--- src/rtl/team_06_pkg.sv ---
// Shared types and constants for the microphone gain sequencer.
package team_06_pkg;

  localparam int GAIN_W   = 8;
  localparam int GAIN_MAX = 240;

  typedef enum logic [1:0] {
    SILENT   = 2'd0,
    FADE_IN  = 2'd1,
    OPEN     = 2'd2,
    FADE_OUT = 2'd3
  } gain_state_t;

endpackage

--- src/rtl/team_06_gate_hold.sv ---
// Noise-gate hold timer: keeps the gate open for NG_HOLD samples after the
// level detector last reported signal above threshold.
module team_06_gate_hold #(
  parameter int unsigned NG_HOLD = 2400
) (
  input  logic clk,
  input  logic rst_n,
  input  logic sample_strobe,
  input  logic noise_gate,
  input  logic ng_open,
  output logic gate_ok
);

  localparam logic [15:0] HOLD_INIT = 16'(NG_HOLD);

  logic [15:0] hold_cnt;

  always_ff @(posedge clk or negedge rst_n) begin
    if (!rst_n) begin
      hold_cnt <= '0;
    end else if (sample_strobe) begin
      if (ng_open)
        hold_cnt <= HOLD_INIT;
      else if (hold_cnt != '0)
        hold_cnt <= hold_cnt - 16'd1;
    end
  end

  assign gate_ok = ~noise_gate | ng_open | (hold_cnt != '0);

endmodule

--- src/rtl/team_06_gain_sequencer.sv ---
// Click-free gain sequencer: ramps the applied gain one step per sample and
// defers effect switching until the audio path is silent.
module team_06_gain_sequencer
  import team_06_pkg::*;
#(
  parameter int unsigned RAMP_STEP    = 1,
  parameter int unsigned NG_HOLD      = 2400,
  parameter int unsigned PTT_REQUIRED = 1
) (
  input  logic              clk,
  input  logic              rst_n,
  input  logic              sample_strobe,
  input  logic [3:0]        volume,
  input  logic              mute,
  input  logic              ptt,
  input  logic              noise_gate,
  input  logic              ng_open,
  input  logic              effect,
  output logic [GAIN_W-1:0] gain,
  output logic              path_en,
  output logic              effect_en,
  output logic [1:0]        state
);

  localparam logic [GAIN_W:0] STEP_EXT = (GAIN_W + 1)'(RAMP_STEP);
  localparam logic            PTT_OFF  = (PTT_REQUIRED == 0);

  gain_state_t       state_q, state_nxt;
  logic [GAIN_W-1:0] gain_q, gain_nxt, stepped, faded;
  logic [GAIN_W-1:0] target;
  logic              gate_ok, audible;
  logic              path_en_q, effect_en_q;

  // Saturating step up, never passing lim.
  function automatic logic [GAIN_W-1:0] sat_up(input logic [GAIN_W-1:0] g,
                                               input logic [GAIN_W-1:0] lim);
    logic [GAIN_W:0] sum;
    sum = {1'b0, g} + STEP_EXT;
    return (sum >= {1'b0, lim}) ? lim : sum[GAIN_W-1:0];
  endfunction

  // Saturating step down in 9-bit signed, never passing lim.
  function automatic logic [GAIN_W-1:0] sat_down(input logic [GAIN_W-1:0] g,
                                                 input logic [GAIN_W-1:0] lim);
    logic signed [GAIN_W:0] diff;
    diff = $signed({1'b0, g}) - $signed(STEP_EXT);
    return (diff <= $signed({1'b0, lim})) ? lim : diff[GAIN_W-1:0];
  endfunction

  function automatic logic [GAIN_W-1:0] step_toward(input logic [GAIN_W-1:0] g,
                                                    input logic [GAIN_W-1:0] t);
    if (g < t)      return sat_up(g, t);
    else if (g > t) return sat_down(g, t);
    else            return g;
  endfunction

  team_06_gate_hold #(.NG_HOLD(NG_HOLD)) u_gate_hold (
    .clk           (clk),
    .rst_n         (rst_n),
    .sample_strobe (sample_strobe),
    .noise_gate    (noise_gate),
    .ng_open       (ng_open),
    .gate_ok       (gate_ok)
  );

  assign target  = {volume, 4'b0000};
  assign audible = ~mute & (ptt | PTT_OFF) & gate_ok;
  assign stepped = step_toward(gain_q, target);
  assign faded   = sat_down(gain_q, '0);

  // Transition strobes hold the gain; the new state's ramp starts next strobe.
  always_comb begin
    state_nxt = state_q;
    gain_nxt  = gain_q;
    unique case (state_q)
      SILENT: begin
        gain_nxt = '0;
        if (audible) state_nxt = FADE_IN;
      end
      FADE_IN: begin
        if (!audible) begin
          state_nxt = FADE_OUT;
        end else begin
          gain_nxt = stepped;
          if (stepped == target) state_nxt = OPEN;
        end
      end
      OPEN: begin
        if (!audible) state_nxt = FADE_OUT;
        else          gain_nxt  = stepped;
      end
      FADE_OUT: begin
        if (audible) begin
          state_nxt = FADE_IN;
        end else begin
          gain_nxt = faded;
          if (faded == '0) state_nxt = SILENT;
        end
      end
    endcase
  end

  // Registered outputs, updated only on sample strobes
  always_ff @(posedge clk or negedge rst_n) begin
    if (!rst_n) begin
      state_q     <= SILENT;
      gain_q      <= '0;
      path_en_q   <= 1'b0;
      effect_en_q <= 1'b0;
    end else if (sample_strobe) begin
      state_q   <= state_nxt;
      gain_q    <= gain_nxt;
      path_en_q <= (state_nxt != SILENT);
      if (state_q == SILENT) effect_en_q <= effect;
    end
  end

  assign gain      = gain_q;
  assign path_en   = path_en_q;
  assign effect_en = effect_en_q;
  assign state     = state_q;

endmodule

--- config.mk ---
export PLATFORM = sky130hd
export DESIGN_NAME = team_06_gain_sequencer
export DESIGN_NICKNAME = d
export VERILOG_FILES = /design/src/rtl/team_06_pkg.sv /design/src/rtl/team_06_gate_hold.sv /design/src/rtl/team_06_gain_sequencer.sv
export SDC_FILE = /design/constraint.sdc
export NUM_CORES = 1
export LEC_CHECK = 0
export BUFFER_PORTS_ARGS = -buffer_cell sky130_fd_sc_hd__clkbuf_2
export CAP_MARGIN = 30
export CORE_ASPECT_RATIO = 1.1
export CORE_MARGIN = 1
export CORE_UTILIZATION = 35
export CTS_CLUSTER_SIZE = 16
export DETAILED_ROUTE_END_ITERATION = 12
export PLACE_DENSITY = 0.62
export SYNTH_ARGS = -nofsm -noshare
export SYNTH_HDL_FRONTEND = slang
export SYNTH_SLANG_ARGS = --single-unit
--- constraint.sdc ---
create_clock -name clk -period 4.86 [get_ports clk]
set_input_delay 0.486 -clock clk [delete_from_list [all_inputs] [get_ports clk]]
set_output_delay 0.486 -clock clk [all_outputs]
set_load 0.01 [all_outputs]
# Word level (Yosys, flattened, before mapping)
# Cells that the tools add are included.
[classes]
mux = 17
magnitude_cmp = 5
addsub = 3
bitwise = 6
reduce_logical = 9
n_eq_ne = 6
[ops]
columns = ["cell", "count"]
rows = [
  ["$mux W8", 7],
  ["$mux W16", 2],
  ["$pmux W8 S3", 1],
  ["$reduce_bool A16 Y1", 1],
  ["$sub A16 B1 Y16 const B", 1],
  ["$mux W2", 6],
  ["$add A8 B1 Y9 const B", 1],
  ["$ge A9 B8 Y1", 1],
  ["$le A9 B1 Y1 const B", 1],
  ["$le A9 B9 Y1", 1],
  ["$sub A8 B1 Y9 const B", 1],
  ["$eq A8 B8 Y1", 1],
  ["$gt A8 B8 Y1", 1],
  ["$logic_not A8 Y1", 1],
  ["$lt A8 B8 Y1", 1],
  ["$pmux W2 S4", 1],
  ["$eq A2 B2 Y1 const B", 2],
  ["$reduce_and A2 Y1", 2],
  ["$reduce_bool A2 Y1", 2],
  ["$reduce_and A3 Y1", 1],
  ["$and A1 B1 Y1", 2],
  ["$eq A2 B1 Y1 const B", 1],
  ["$logic_not A2 Y1", 1],
  ["$ne A2 B1 Y1 const B", 1],
  ["4 further kinds", 6],
]
[word_totals]
elab_cells = 51
out_inout_bits = 12
reg_bits = 28
in_bits = 12

# Longest topological paths before layout
[logic_depth]
ltp_word = 10
depth_mapped = 17
depth_no_buf = 15

# By module
# Synthesis repeated with hierarchy kept, for this count alone.
[hier_totals]
hier_cells = 388
area_unflattened_um2 = 3079.2
[by_module_without_submodules]
columns = ["mod", "n_inst", "seq_area_each_um2", "area_each_um2", "cells_per_inst"]
rows = [
  ["team_06_gain_sequencer", 1, 300.3, 2045.7, 271],
  ["team_06_gate_hold", 1, 400.4, 1033.5, 117],
]

# Worst setup path before layout
# No wires, ideal clock.
[synth_path]
path_kind = "register to register"
start = "register gain_q[0] (netlist: gain[0])"
end = "register path_en_q (netlist: path_en)"
synth_period_minus_slack_ps = 3794
required_ps = 4731
arrival_time_ps = 3665
setup_ps = 129
slack_ps = 1066
n_path_buf = 1
path_stages_with_launch = 17
path_cell_list = "dfrtp_1 -> buf_4 -> inv_1 -> ha_1 -> nor2b_1 -> nand4_1 -> xor2_1 -> inv_1 -> ha_1 -> nand3_1 -> o211a_1 -> a221oi_1 -> nand2_1 -> o221a_2 -> o2111ai_1 -> o41ai_2 -> nand3b_1"
[synth_between]
elab_chain_len = 10
elab_cells_between_ends = 20
classes_between = "add/sub (2); order compare (5); eq/ne (1); mux (10); reduce/logical (2)"
[synth_lines]
columns = ["element", "line", "source"]
rows = [
  ["start, declared", "team_06_gain_sequencer.sv:29", "logic [GAIN_W-1:0] gain_q, gain_nxt, stepped, faded;"],
  ["start signal, assigned", "team_06_gain_sequencer.sv:112", "gain_q <= gain_nxt;"],
  ["$sub A8 B1 Y9", "team_06_gain_sequencer.sv:46", "diff = $signed({1'b0, g}) - $signed(STEP_EXT);"],
  ["$le A9 B9 Y1", "team_06_gain_sequencer.sv:47", "return (diff <= $signed({1'b0, lim})) ? lim : diff[GAIN_W-1:0];"],
  ["$mux W8", "team_06_gain_sequencer.sv:47", ""],
  ["$mux W8", "team_06_gain_sequencer.sv:53", "else if (g > t) return sat_down(g, t);"],
  ["$mux W8", "team_06_gain_sequencer.sv:52", "if (g < t) return sat_up(g, t);"],
  ["$eq A8 B8 Y1", "team_06_gain_sequencer.sv:85", "if (stepped == target) state_nxt = OPEN;"],
  ["$mux W2", "team_06_gain_sequencer.sv:85", ""],
  ["$mux W2", "team_06_gain_sequencer.sv:81", "if (!audible) begin"],
  ["$pmux W2 S4 (*)", "team_06_gain_sequencer.sv:75", "unique case (state_q)"],
  ["$reduce_bool A2 Y1 (*)", "team_06_gain_sequencer.sv:113", "path_en_q <= (state_nxt != SILENT);"],
  ["end signal, assigned", "team_06_gain_sequencer.sv:113", ""],
  ["end, declared", "team_06_gain_sequencer.sv:32", "logic path_en_q, effect_en_q;"],
]
# Mark *: on every way between the ends. The rest lies on a longest branch, timed or not.
# A chain may end at the register's enable or synchronous reset.

# Worst setup path after layout
[layout_path]
start = "register gain_q[1] (netlist: gain[1])"
end = "register path_en_q (netlist: path_en)"
# The elaborated chain is that of the path after synthesis.

==> flow_metrics.env <==
export IMPL_timing_rr_start="gain[1]"
export IMPL_syn2layout_area_growth_pct=8.502
export IMPL_die_height_um=98.66
export IMPL_hold_buffers=0
export IMPL_yosysUniqueCellTypes=75
export IMPL_cts_setup_buffers=0
export IMPL_layout_setup_ws_ns=0.3692
export IMPL_worstSetupStartpoint="gain[1]"
export IMPL_ant_nets=0
export IMPL_numPortBuffers=23
export IMPL_power_mw=2.009
export IMPL_clock_sinks=28
export IMPL_seq_area_frac_synth=0.2357
export IMPL_gp_congestion=0.9516
export IMPL_clock_path_buffers=2
export IMPL_ctsResizeCount=0
export IMPL_yosysTopAreaCell="dfrtp_1"
export IMPL_finalMaxSlewViolations=0
export IMPL_setup_viol=0
export IMPL_worstSkewPairLatency_ns=0.27
export IMPL_drt_wl_total_um=8404
export IMPL_cap_violations=0
export IMPL_ys_ff_latch=28
export IMPL_powerDensity_mw_per_mm2=622.8
export IMPL_path_cells="inv_1 > ha_1 > nor2b_1 > nand4_1 > xor2_1 > inv_1 > ha_1 > nand3_1 > o211a_1 > a221oi_1 > nand2_1 > o221a_2 > o2111ai_1 > o41ai_2 > nand3b_1"
export IMPL_die_area_sq_mm=0.008867
export IMPL_grt_pass1_wl_um=13840
export IMPL_grt_max_degree=29
export IMPL_path_delay_family="compound AO/OA/AOI/OAI gates"
export IMPL_grtUsageTotal=0.1914
export IMPL_synthDominantCellAreaShare=0.2357
export IMPL_worstSetupStartpointType="flop"
export IMPL_post_route_period_util=0.9240
export IMPL_drive_above_1_share=0.1455
export IMPL_power_leakage_nw=1.322
export IMPL_worst_pin_slew_ns=0.9184
export IMPL_cp_max_fo=13
export IMPL_ys_async_sr_fraction=1.000
export IMPL_syn_area_per_cell_sq_um=8.013
export IMPL_clkTransAtPathRegs_ns=0.09
export IMPL_dp_slack_ns=0.5127
export IMPL_wl_per_cell_um=17.05
export IMPL_hold_class="in -> async"
export IMPL_crit_arrival_ns=4.65
export IMPL_path_depth=15
export IMPL_max_stage_delay_ns=0.58
export IMPL_crit_end="path_en"
export IMPL_cp_buffers_inverters=2
export IMPL_outcome="completed"
export IMPL_drt_iter0_drc=259
export IMPL_grt_ovfl_total=0
export IMPL_synth_cell_area_sq_mm=0.002973
export IMPL_seq_area_sq_um=700.7
export IMPL_vias=2938
export IMPL_ff2ff_path_depth=15
export IMPL_initial_core_util=0.3678
export IMPL_r2r_setup_slack_ns=0.37
export IMPL_skew_ns=0.004902
export IMPL_finalHoldViolCount=0
export IMPL_htree_levels=1
export IMPL_timing_rr_end="path_en"
export IMPL_fillerInstances=830
export IMPL_min_period_ns=4.491
export IMPL_cts_buffers=3
export IMPL_end_kind="flop"
export IMPL_crit_slowest_cell="a221oi_1"
export IMPL_cts_root_buf="clkbuf_8"
export IMPL_route_detailed_drc=0
export IMPL_rsz0062_at_grt="false"
export IMPL_crit_type="reg -> reg"
export IMPL_multi_input_area_sq_mm=0.002088
export IMPL_first_pass_iters=5
export IMPL_avgViaCountPerCell=5.959
export IMPL_required_ns=5.02
export IMPL_core_sq_mm=0.008083
export IMPL_ios=24
export IMPL_max_freq_ghz=0.2227
export IMPL_cts_tree="done"
export IMPL_netlist_instances=371
export IMPL_dieWidth_um=89.88
export IMPL_hpwl_um=6385
export IMPL_core_rowCount=34
export IMPL_max_slew_margin=0.3850
export IMPL_antenna_found_initial=0
export IMPL_ir_drop_uv=179.0
export IMPL_synth_nets=406
export IMPL_grt_pass1_vias=2777
export IMPL_synth_edf_count=0
export IMPL_nNetsFinal=421
export IMPL_synth_main_ff_cell="dfrtp_1"
export IMPL_diodes=0
export IMPL_synth_warnings=0
export IMPL_ys_top_cells_by_area="dfrtp_1, ha_1, nand2_1, o21ai_0, nor2_1"
export IMPL_fin_tns_setup_ns=0
## power by group
group	internal [mW]	switching (mW)	leakage, nW
Sequential	0.291	0.128	0.352
Clock	0.0726	0.0723	0.0288
Combinational	0.555	0.890	0.941
## metrics by stage
stage | std cells | utilization | area (sq um) | hold WS, ns
2_1_floorplan | 371 | - | 2973 | 0.1904
3_3_place_gp | 489 | 0.3923 | 3171 | 0.4920
3_5_place_dp | 489 | 0.3923 | 3171 | 0.4993
4_1_cts | 493 | 0.3991 | 3226 | 0.2652
5_1_grt | 493 | 0.3991 | 3226 | 0.2841
6_report | 493 | 0.3991 | 3226 | 0.2501
## cells by family (layout without fill, tap and decap cells)
kind of cell | after synthesis | count (layout) | synth area share
buffers and inverters | 43 | 57 | 0.06187
AND/OR/NAND/NOR | 135 | 135 | 0.2416
adder cells (fa/ha/maj) | 23 | 23 | 0.09680
multiplexers | 7 | 7 | 0.02525
XOR/XNOR | 15 | 15 | 0.04419
flip-flops | 28 | 28 | 0.2357
AO/OA/AOI/OAI | 120 | 120 | 0.2946
## cell usage after synthesis, types with 5 or more instances
cell type  number
nand2_1        39
dfrtp_1        28
nor2_1         26
ha_1           23
inv_1          23
o21ai_0        21
a21oi_1        17
nand3_1        14
nor3_1         12
o31ai_1        10
xnor2_1        10
buf_2           9
clkbuf_1        6
o211ai_1        6
a21o_1          5
nor4_1          5
o21ai_1         5
o22ai_1         5
xor2_1          5
## layout by cell type, fill, tap and decap left out, drive strengths merged, types with 11 or more instances in the layout
cell	n
dfrtp	28
o21ai	26
nand3	14
nor2	26
clkbuf	27
nor3	13
nand2	39
inv	25
ha	23
o31ai	11
a21oi	18
## how the worst min path moves through the flow
stage	from	to	slack [ns]	cells past startpoint
floorplan	rst_n	effect_en	0.19	0
global placement	effect_en	effect_en	0.49	1
detailed placement	effect_en	effect_en	0.50	1
CTS	rst_n	state[0]	0.27	1
global route	rst_n	state[0]	0.28	1
finish	rst_n	state[0]	0.25	1
## flip-flops by register name, summed over array words and instances (netlist names)
register / flops
effect_en: 1
u_gate_hold.hold_cnt: 16
gain: 8
path_en: 1
state: 2
## final cells by class
type,instances,share of cell area
clock buffer,4,0.01707
sequential,28,0.2172
inverter,25,0.02909
tap,108,0.04189
multi-input combinational,300,0.6474
timing repair buffer,28,0.04732
## per-layer routing
layer | track usage | wire length [um]
met1 | 0.2566 | 3827
met2 | 0.3237 | 4000
met3 | 0.01775 | 414
met4 | 0.06700 | 163
met5 | 0 | 0
Note: power is estimated with default switching activity, not from simulation.
